===== config.mk =====
export PLATFORM = sky130hd
export DESIGN_NAME = cpu_insencode_flat
export DESIGN_NICKNAME = d
export VERILOG_FILES = /design/src/rtl/cpu_insencode_if.sv /design/src/rtl/cpu_insencode.sv /design/src/flat_wrapper.sv
export SDC_FILE = /design/constraint.sdc
export NUM_CORES = 1
export LEC_CHECK = 0
export CAP_MARGIN = 10
export CORE_AREA = 2 2 82 99
export CTS_CLUSTER_SIZE = 16
export DETAILED_ROUTE_END_ITERATION = 6
export DIE_AREA = 0 0 84 101
export PLACE_DENSITY = 0.78
export RECOVER_POWER = 100
export SETUP_SLACK_MARGIN = 0.5
export SKIP_CTS_REPAIR_TIMING = 1
export SYNTH_ARGS = -nofsm -noshare
export SYNTH_HDL_FRONTEND = slang
export SYNTH_SLANG_ARGS = --single-unit

===== constraint.sdc =====
create_clock -name clk -period 1.7 [get_ports clk]
set_clock_uncertainty 0.05 [all_clocks]
set_input_delay 0.425 -clock clk [delete_from_list [all_inputs] [get_ports clk]]
set_output_delay 0.425 -clock clk [all_outputs]
set_load 0.02 [all_outputs]

===== src/rtl/cpu_insencode_if.sv =====
// Purpose : request/response bus for the RISC-V instruction encoder.
//   master : producer of instruction fields, consumer of encoded words
//   slave  : the encoder itself
// Signals : in_valid/in_ready handshake with in_fmt, in_opcode, in_rd, in_rs1,
//           in_rs2, in_funct3, in_funct7, in_imm[XLEN-1:0];
//           out_valid/out_ready handshake with out_instr[31:0] and, when
//           ENCODE_RANGE_CHECK_EN is defined, out_err.
interface cpu_insencode_if #(
  parameter int unsigned XLEN = 32
);
  logic            in_valid;
  logic            in_ready;
  logic [2:0]      in_fmt;
  logic [6:0]      in_opcode;
  logic [4:0]      in_rd;
  logic [4:0]      in_rs1;
  logic [4:0]      in_rs2;
  logic [2:0]      in_funct3;
  logic [6:0]      in_funct7;
  logic [XLEN-1:0] in_imm;
  logic            out_valid;
  logic            out_ready;
  logic [31:0]     out_instr;
`ifdef ENCODE_RANGE_CHECK_EN
  logic            out_err;
`endif

  modport master (
    output in_valid, in_fmt, in_opcode, in_rd, in_rs1, in_rs2,
           in_funct3, in_funct7, in_imm, out_ready,
    input  in_ready, out_valid, out_instr
`ifdef ENCODE_RANGE_CHECK_EN
    , input out_err
`endif
  );

  modport slave (
    input  in_valid, in_fmt, in_opcode, in_rd, in_rs1, in_rs2,
           in_funct3, in_funct7, in_imm, out_ready,
    output in_ready, out_valid, out_instr
`ifdef ENCODE_RANGE_CHECK_EN
    , output out_err
`endif
  );
endinterface


===== src/rtl/cpu_insencode.sv =====
// Purpose : encodes RISC-V instruction fields into a 32-bit instruction word,
//           one registered stage behind a 2-entry skid buffer (output register
//           plus one skid entry), valid/ready on both sides.
// Ports   : clk      - clock, rising edge
//           reset_n  - synchronous reset, active-low
//           bus      - cpu_insencode_if.slave (request fields in, encoded word out)
// Options : ENCODE_RANGE_CHECK_EN - adds out_err, set when the immediate does
//           not fit the selected format (the word is still encoded by truncation).
module cpu_insencode #(
  parameter int unsigned XLEN = 32
) (
  input  logic           clk,
  input  logic           reset_n,
  cpu_insencode_if.slave bus
);

  localparam logic [2:0] FMT_R   = 3'd0;
  localparam logic [2:0] FMT_I   = 3'd1;
  localparam logic [2:0] FMT_S   = 3'd2;
  localparam logic [2:0] FMT_B   = 3'd3;
  localparam logic [2:0] FMT_U   = 3'd4;
  localparam logic [2:0] FMT_J   = 3'd5;
  localparam logic [2:0] FMT_ISH = 3'd6;
  localparam logic [31:0] NOP    = 32'h0000_0013;

  logic [XLEN-1:0] imm;
  logic [31:0]     enc_instr_c;

  logic        out_valid_q, out_valid_d;
  logic [31:0] out_instr_q, out_instr_d;
  logic        skid_valid_q, skid_valid_d;
  logic [31:0] skid_instr_q, skid_instr_d;
  logic        in_ready_q, in_ready_d;
  logic        accept, drain;

  assign imm = bus.in_imm;

  // Field packing per instruction format
  always_comb begin
    enc_instr_c = NOP;
    case (bus.in_fmt)
      FMT_R:   enc_instr_c = {bus.in_funct7, bus.in_rs2, bus.in_rs1, bus.in_funct3,
                              bus.in_rd, bus.in_opcode};
      FMT_I:   enc_instr_c = {imm[11:0], bus.in_rs1, bus.in_funct3, bus.in_rd, bus.in_opcode};
      FMT_S:   enc_instr_c = {imm[11:5], bus.in_rs2, bus.in_rs1, bus.in_funct3,
                              imm[4:0], bus.in_opcode};
      FMT_B:   enc_instr_c = {imm[12], imm[10:5], bus.in_rs2, bus.in_rs1, bus.in_funct3,
                              imm[4:1], imm[11], bus.in_opcode};
      FMT_U:   enc_instr_c = {imm[31:12], bus.in_rd, bus.in_opcode};
      FMT_J:   enc_instr_c = {imm[20], imm[10:1], imm[11], imm[19:12], bus.in_rd, bus.in_opcode};
      FMT_ISH: begin
        // RV64 shamt is 6 bits and steals funct7[0]
        if (XLEN == 64)
          enc_instr_c = {bus.in_funct7[6:1], imm[5:0], bus.in_rs1, bus.in_funct3,
                         bus.in_rd, bus.in_opcode};
        else
          enc_instr_c = {bus.in_funct7, imm[4:0], bus.in_rs1, bus.in_funct3,
                         bus.in_rd, bus.in_opcode};
      end
      default: enc_instr_c = NOP;
    endcase
  end

`ifdef ENCODE_RANGE_CHECK_EN
  logic enc_err_c;
  logic out_err_q, out_err_d;
  logic skid_err_q, skid_err_d;
  logic fits12, fits13, fits21, fits32;

  // A value fits a signed N-bit field when all bits from N-1 upward agree
  always_comb begin
    fits12    = (&imm[XLEN-1:11]) | ~(|imm[XLEN-1:11]);
    fits13    = (&imm[XLEN-1:12]) | ~(|imm[XLEN-1:12]);
    fits21    = (&imm[XLEN-1:20]) | ~(|imm[XLEN-1:20]);
    fits32    = (&imm[XLEN-1:31]) | ~(|imm[XLEN-1:31]);
    enc_err_c = 1'b0;
    case (bus.in_fmt)
      FMT_I, FMT_S: enc_err_c = ~fits12;
      FMT_B:        enc_err_c = ~fits13 | imm[0];
      FMT_U:        enc_err_c = (|imm[11:0]) | ~fits32;
      FMT_J:        enc_err_c = ~fits21 | imm[0];
      FMT_ISH:      enc_err_c = (imm >= XLEN'(XLEN));
      FMT_R:        enc_err_c = 1'b0;
      default:      enc_err_c = 1'b1;
    endcase
  end
`endif

  // Output register + skid entry; in_ready tracks the skid entry being free
  always_comb begin
    out_valid_d  = out_valid_q;
    out_instr_d  = out_instr_q;
    skid_valid_d = skid_valid_q;
    skid_instr_d = skid_instr_q;
`ifdef ENCODE_RANGE_CHECK_EN
    out_err_d    = out_err_q;
    skid_err_d   = skid_err_q;
`endif
    accept = bus.in_valid & in_ready_q;
    drain  = ~out_valid_q | bus.out_ready;

    if (skid_valid_q) begin
      // Output is full here, so out_ready means the head word leaves
      if (bus.out_ready) begin
        out_instr_d  = skid_instr_q;
        skid_valid_d = 1'b0;
`ifdef ENCODE_RANGE_CHECK_EN
        out_err_d    = skid_err_q;
`endif
      end
    end else if (accept) begin
      if (drain) begin
        out_valid_d = 1'b1;
        out_instr_d = enc_instr_c;
`ifdef ENCODE_RANGE_CHECK_EN
        out_err_d   = enc_err_c;
`endif
      end else begin
        skid_valid_d = 1'b1;
        skid_instr_d = enc_instr_c;
`ifdef ENCODE_RANGE_CHECK_EN
        skid_err_d   = enc_err_c;
`endif
      end
    end else if (bus.out_ready) begin
      out_valid_d = 1'b0;
    end

    in_ready_d = ~skid_valid_d;
  end

  always_ff @(posedge clk) begin
    if (!reset_n) begin
      out_valid_q  <= 1'b0;
      out_instr_q  <= 32'h0;
      skid_valid_q <= 1'b0;
      skid_instr_q <= 32'h0;
      in_ready_q   <= 1'b0;
`ifdef ENCODE_RANGE_CHECK_EN
      out_err_q    <= 1'b0;
      skid_err_q   <= 1'b0;
`endif
    end else begin
      out_valid_q  <= out_valid_d;
      out_instr_q  <= out_instr_d;
      skid_valid_q <= skid_valid_d;
      skid_instr_q <= skid_instr_d;
      in_ready_q   <= in_ready_d;
`ifdef ENCODE_RANGE_CHECK_EN
      out_err_q    <= out_err_d;
      skid_err_q   <= skid_err_d;
`endif
    end
  end

  assign bus.in_ready  = in_ready_q;
  assign bus.out_valid = out_valid_q;
  assign bus.out_instr = out_instr_q;
`ifdef ENCODE_RANGE_CHECK_EN
  assign bus.out_err   = out_err_q;
`endif

endmodule

===== src/flat_wrapper.sv =====
// flat-port wrapper written by rule: the top's interface ports become plain ports
module cpu_insencode_flat 
#(
  parameter int unsigned XLEN = 32
)
  (clk, reset_n, bus_in_valid, bus_in_fmt, bus_in_opcode, bus_in_rd, bus_in_rs1, bus_in_rs2, bus_in_funct3, bus_in_funct7, bus_in_imm, bus_out_ready, bus_in_ready, bus_out_valid, bus_out_instr);
  cpu_insencode_if #(.XLEN(XLEN)) bus_i ();
  input  logic clk;
  input  logic reset_n;
  input wire logic [$bits(bus_i.in_valid)-1:0] bus_in_valid;
  input wire logic [$bits(bus_i.in_fmt)-1:0] bus_in_fmt;
  input wire logic [$bits(bus_i.in_opcode)-1:0] bus_in_opcode;
  input wire logic [$bits(bus_i.in_rd)-1:0] bus_in_rd;
  input wire logic [$bits(bus_i.in_rs1)-1:0] bus_in_rs1;
  input wire logic [$bits(bus_i.in_rs2)-1:0] bus_in_rs2;
  input wire logic [$bits(bus_i.in_funct3)-1:0] bus_in_funct3;
  input wire logic [$bits(bus_i.in_funct7)-1:0] bus_in_funct7;
  input wire logic [$bits(bus_i.in_imm)-1:0] bus_in_imm;
  input wire logic [$bits(bus_i.out_ready)-1:0] bus_out_ready;
  output wire logic [$bits(bus_i.in_ready)-1:0] bus_in_ready;
  output wire logic [$bits(bus_i.out_valid)-1:0] bus_out_valid;
  output wire logic [$bits(bus_i.out_instr)-1:0] bus_out_instr;
  assign bus_i.in_valid = bus_in_valid;
  assign bus_i.in_fmt = bus_in_fmt;
  assign bus_i.in_opcode = bus_in_opcode;
  assign bus_i.in_rd = bus_in_rd;
  assign bus_i.in_rs1 = bus_in_rs1;
  assign bus_i.in_rs2 = bus_in_rs2;
  assign bus_i.in_funct3 = bus_in_funct3;
  assign bus_i.in_funct7 = bus_in_funct7;
  assign bus_i.in_imm = bus_in_imm;
  assign bus_i.out_ready = bus_out_ready;
  assign bus_in_ready = bus_i.in_ready;
  assign bus_out_valid = bus_i.out_valid;
  assign bus_out_instr = bus_i.out_instr;
  cpu_insencode #(.XLEN(XLEN)) u_core (.clk(clk), .reset_n(reset_n), .bus(bus_i));
endmodule

Word-level counts from Yosys, hierarchy flattened
Cells that the tools add are included.
{ "totals": {"reg_bits": 67, "latchBits": 0, "ram_bits": 0, "romBits": 0, "inputBits": 71, "output_inout_bits": 34, "memories": 0} }
{ "op_classes": {"add_sub_neg": 0, "multipliers": 0, "div_mod_pow": 0, "order_cmp": 0, "eq_ne": 8, "shifts": 0, "n_mux": 12, "bitwise": 6, "n_reduce_logical": 7} }
{ "ops": {"columns": ["op", "n"], "rows": [
  ["$pmux 32 s7", 1],
  ["$mux 32", 4],
  ["$eq 3x3->1 const B", 3],
  ["$reduce_and 3->1", 3],
  ["$mux 1", 7],
  ["$eq 3x2->1 const B", 2],
  ["$reduce_bool 2->1", 3],
  ["$ne 2x2->1 const B", 2],
  ["$not 1->1", 4],
  ["$eq 3x1->1 const B", 1],
  ["$logic_not 3->1", 1],
  ["$and 1x1->1", 1],
  ["$or 1x1->1", 1]
]} }

Logic depth before layout (Yosys ltp)
{ "depth": {"ltp_word": 6, "ltp_mapped": 6, "depth_no_buf": 4} }

Worst setup path after synthesis
OpenSTA, ideal clock, no wires.
{ "synth_timing": {"kind": "input -> register", "from": "input port bus_in_fmt[0]", "to": "register u_core.out_instr_q[20] (netlist: u_core.bus.out_instr[20])", "setup_ns": 0.131, "arrival_ns": 1.349, "slack_ns": 0.170, "cell_stages": 4, "n_path_buf": 1, "path_cell_list": "buf_2 -> mux2_1 -> a222oi_1 -> o211ai_1"} }
{ "synth_via": {"elab_chain_cells": 5, "word_cells_on_any_way": 11} }
{ "synth_rtl": {"columns": ["item", "line_no", "source"], "rows": [
  ["start: declaration", "flat_wrapper.sv:11", "input wire logic [$bits(bus_i.in_fmt)-1:0] bus_in_fmt;"],
  ["$eq 3x3->1 (tied with other cells)", "cpu_insencode.sv:41", "case (bus.in_fmt)"],
  ["$pmux 32 s7 *", "cpu_insencode.sv:41", null],
  ["$mux 32 *", "cpu_insencode.sv:112", "if (drain) begin"],
  ["$mux 32 *", "cpu_insencode.sv:111", "end else if (accept) begin"],
  ["$mux 32 *", "cpu_insencode.sv:102", "if (skid_valid_q) begin"],
  ["end signal: assignment", "cpu_insencode.sv:145", "out_instr_q <= out_instr_d;"],
  ["end: declaration", "cpu_insencode.sv:30", "logic [31:0] out_instr_q, out_instr_d;"]
]} }
Every way passes the cells marked *; elsewhere a longest branch is shown, timed or not. The select of a mux whose other input is x is not followed.
A chain may end at the register's enable or synchronous reset.

Worst setup path in the final report
{ "layout_timing": {"from": "register u_core.in_ready_q (netlist: u_core.bus.in_ready)", "to": "register u_core.skid_instr_q[2]"} }
{ "layout_via": {"elab_chain_cells": 2} }
{ "layout_rtl": {"columns": ["item", "line_no", "source"], "rows": [
  ["start: declaration", "cpu_insencode.sv:33", "logic in_ready_q, in_ready_d;"],
  ["start signal: assignment", "cpu_insencode.sv:148", "in_ready_q <= in_ready_d;"],
  ["$and 1x1->1", "cpu_insencode.sv:99", "accept = bus.in_valid & in_ready_q;"],
  ["$reduce_and 3->1 (no source line)", null, null],
  ["end signal: assignment", "cpu_insencode.sv:147", "skid_instr_q <= skid_instr_d;"],
  ["end: declaration", "cpu_insencode.sv:32", "logic [31:0] skid_instr_q, skid_instr_d;"]
]} }
No other way between the ends.

==> metrics.txt <==
status=complete, no violations; share of the synthesized area in the top cell type=0.3890; clock latency at the later pin of the worst-skew pair=0.37 ns; Hold Startpoint=reset_n; total power=roughly 4 mW; first-pass GRT wire length=17.19 mm; diode count=0; Worst Max-Slew Pin Slew=slightly above 0.4 ns; net count after synthesis=between 400 and 500; reg2reg start=u_core.bus.in_ready$_SDFF_PN0_; Crit Path Category=reg2reg; Period minus WS final=1.623 ns; # fillers=roughly 470; routed via count=about 4100; buffer depth of the longest clock path=2; Initial Util=0.4552; total CTS buffers=9; Worst setup EP type=register; startpoint types=register; Fin Hold WS=0.4204 ns; RSZ-0062 raised after global routing=true; CTS Root Cell=clkbuf_8; pin count of the biggest net entering global routing=42; drt pass-1 iters=5; die area=8484 µm²; CP max FO=12; Final Cycle Share=0.9547; initial antenna violation count=0; main flop type after synthesis=dfxtp_1; Final Net Count=roughly 630; vias in the first global route=3735; Final Util=0.7909; Slew Viols, Final=0; sequential-to-total area share from yosys stat=0.3890; routed wire length=around 14 mm; peak supply drop=roughly 0.58 mV; Post-Syn Area=around 3400 µm²; number of vias per cell=~6.3; FP Rows=35; Worst EP required=~2.0 ns; Worst-path clk slew=about 0.09 ns; Highest Clock Rate=between 600 and 700 MHz; Layout area overhead=73.77%; Synth area leader=dfxtp_1; Post-Synthesis Cells=approximately 400; PortBufs=roughly 100; initial drt markers=330; Post-synth EDFFs=0; Mapped Avg Cell Area=approximately 8.6 µm²; yosys warns=0; Synth area leaders=dfxtp_1, a211oi_2, o211ai_1, nand2_1, a21oi_1; most frequent cells in the layout=dfxtp_1, clkdlybuf4s50_1, buf_4; IO Pins=105; share of post-route cells with drive strength above 1=0.3957; share of flip-flops with an asynchronous set or reset=0; Seq cells post-synth=67; Die X=84 µm; height of the die=approximately 100 µm; ANT nets after route=0; clock sink count=67; Synth cell types=40; setup_tns=0 ns; Worst slew margin=0.7243; Final Wtd Congestion=~0.85; H-tree lvl count=3; TritonCTS clock tree=done; total core area=approximately 7600 µm²; max_cap viols=0; final hold vios=0; Leakage=2.282 nW; post-DP HPWL=slightly below 8 mm; CP arrival=~1.9 ns; Power Density=slightly below 700 nW/µm²; total track usage=0.2522; global route overflow=0; Avg WL per Cell=21.46 µm; Setup violations, final=0; Remaining DRCs=0; commonest non-fill, non-tap cell in the layout=dfxtp_1; class of the tightest hold or removal check=in2reg; Crit. Startpoint=u_core.bus.in_ready$_SDFF_PN0_
## where the power goes
part / switching, mW / internal (mW)
clock network: 0.692 / 0.619
logic: 0.516 / 0.584
registers: 0.0488 / 1.63
total: 1.26 / 2.83
## cells in the mapped netlist, types with 2 or more instances
master,n
o221ai_1,10
a211oi_2,13
nand3b_1,2
buf_2,18
o21ai_1,4
a31oi_1,7
o22ai_1,13
a221o_1,4
a211oi_1,12
mux2i_1,12
buf_1,2
a221oi_1,12
buf_4,4
nand4_1,12
a22oi_1,12
inv_2,4
o211ai_1,19
and2_1,2
nand2b_1,8
inv_1,2
clkbuf_1,14
nor2_1,23
nand2_1,36
nor2b_1,9
dfxtp_1,67
nand3_1,15
a22o_1,6
o21ai_0,18
a21oi_1,25
buf_6,4
## kinds of logic (layout without fill, tap and decap cells)
group / Yosys count / after routing / synth area share
compound gates: 160 / 160 / 0.3447
buf+inv: 48 / 210 / 0.07184
flops: 67 / 67 / 0.3890
mux: 13 / 13 / 0.03810
simple gates: 111 / 111 / 0.1564
## critical path, cell delays in order (launching register included)
cell and delay (ns):
dfxtp_4 0.38, nand2_8 0.06, nor4b_4 0.44, buf_6 0.23
buf_12 0.15, nand3_1 0.09, a21oi_1 0.16
## path summary, 6_finish.rpt
path / to / slack [ns] / cells past startpoint
worst max-delay path: u_core.skid_instr_q[2]$_SDFFE_PN0P_ / 0.08 / 6
worst min-delay path: u_core.bus.out_instr[18]$_SDFFE_PN0P_ / 0.42 / 3
worst max register to register: u_core.skid_instr_q[2]$_SDFFE_PN0P_ / 0.08 / 6
worst min register to register: u_core.bus.out_instr[13]$_SDFFE_PN0P_ / 0.44 / 2
## metal layers
metal / vias up / part of all wire / GRT usage
li1: 1851 / - / -
met1: 2001 / 0.37 / 0.2717
met5: - / 0 / 0
met3: 66 / 0.059 / 0.04177
met4: 0 / 0.038 / 0.1266
met2: 225 / 0.53 / 0.4745
## registers in the layout, indices dropped and copies added (netlist names)
name                  cells
u_core.bus.out_instr     32
u_core.skid_valid_q       1
u_core.bus.out_valid      1
u_core.bus.in_ready       1
u_core.skid_instr_q      32
## area by class of cell
type	count	area [µm²]	area share
multi-input cells	284	2228	0.3719
repair buffers	188	2078	0.3468
flip-flops and latches	67	1356	0.2264
clock buffers	11	152.6	0.02547
well taps	92	115.1	0.01921
clock inverters	5	33.78	0.005638
inverters	6	27.53	0.004594
## per-stage QoR
stage	worst slack (ns)	cell area, µm²	instances
after floorplan	0.2586	3712	399
after global placement	-0.4811	5011	598
after detailed placement	-0.5037	5011	598
after CTS	-0.1291	5197	614
after global routing	0.01160	5992	653
final	0.07700	5992	653
(Power assumes the default switching activity.)
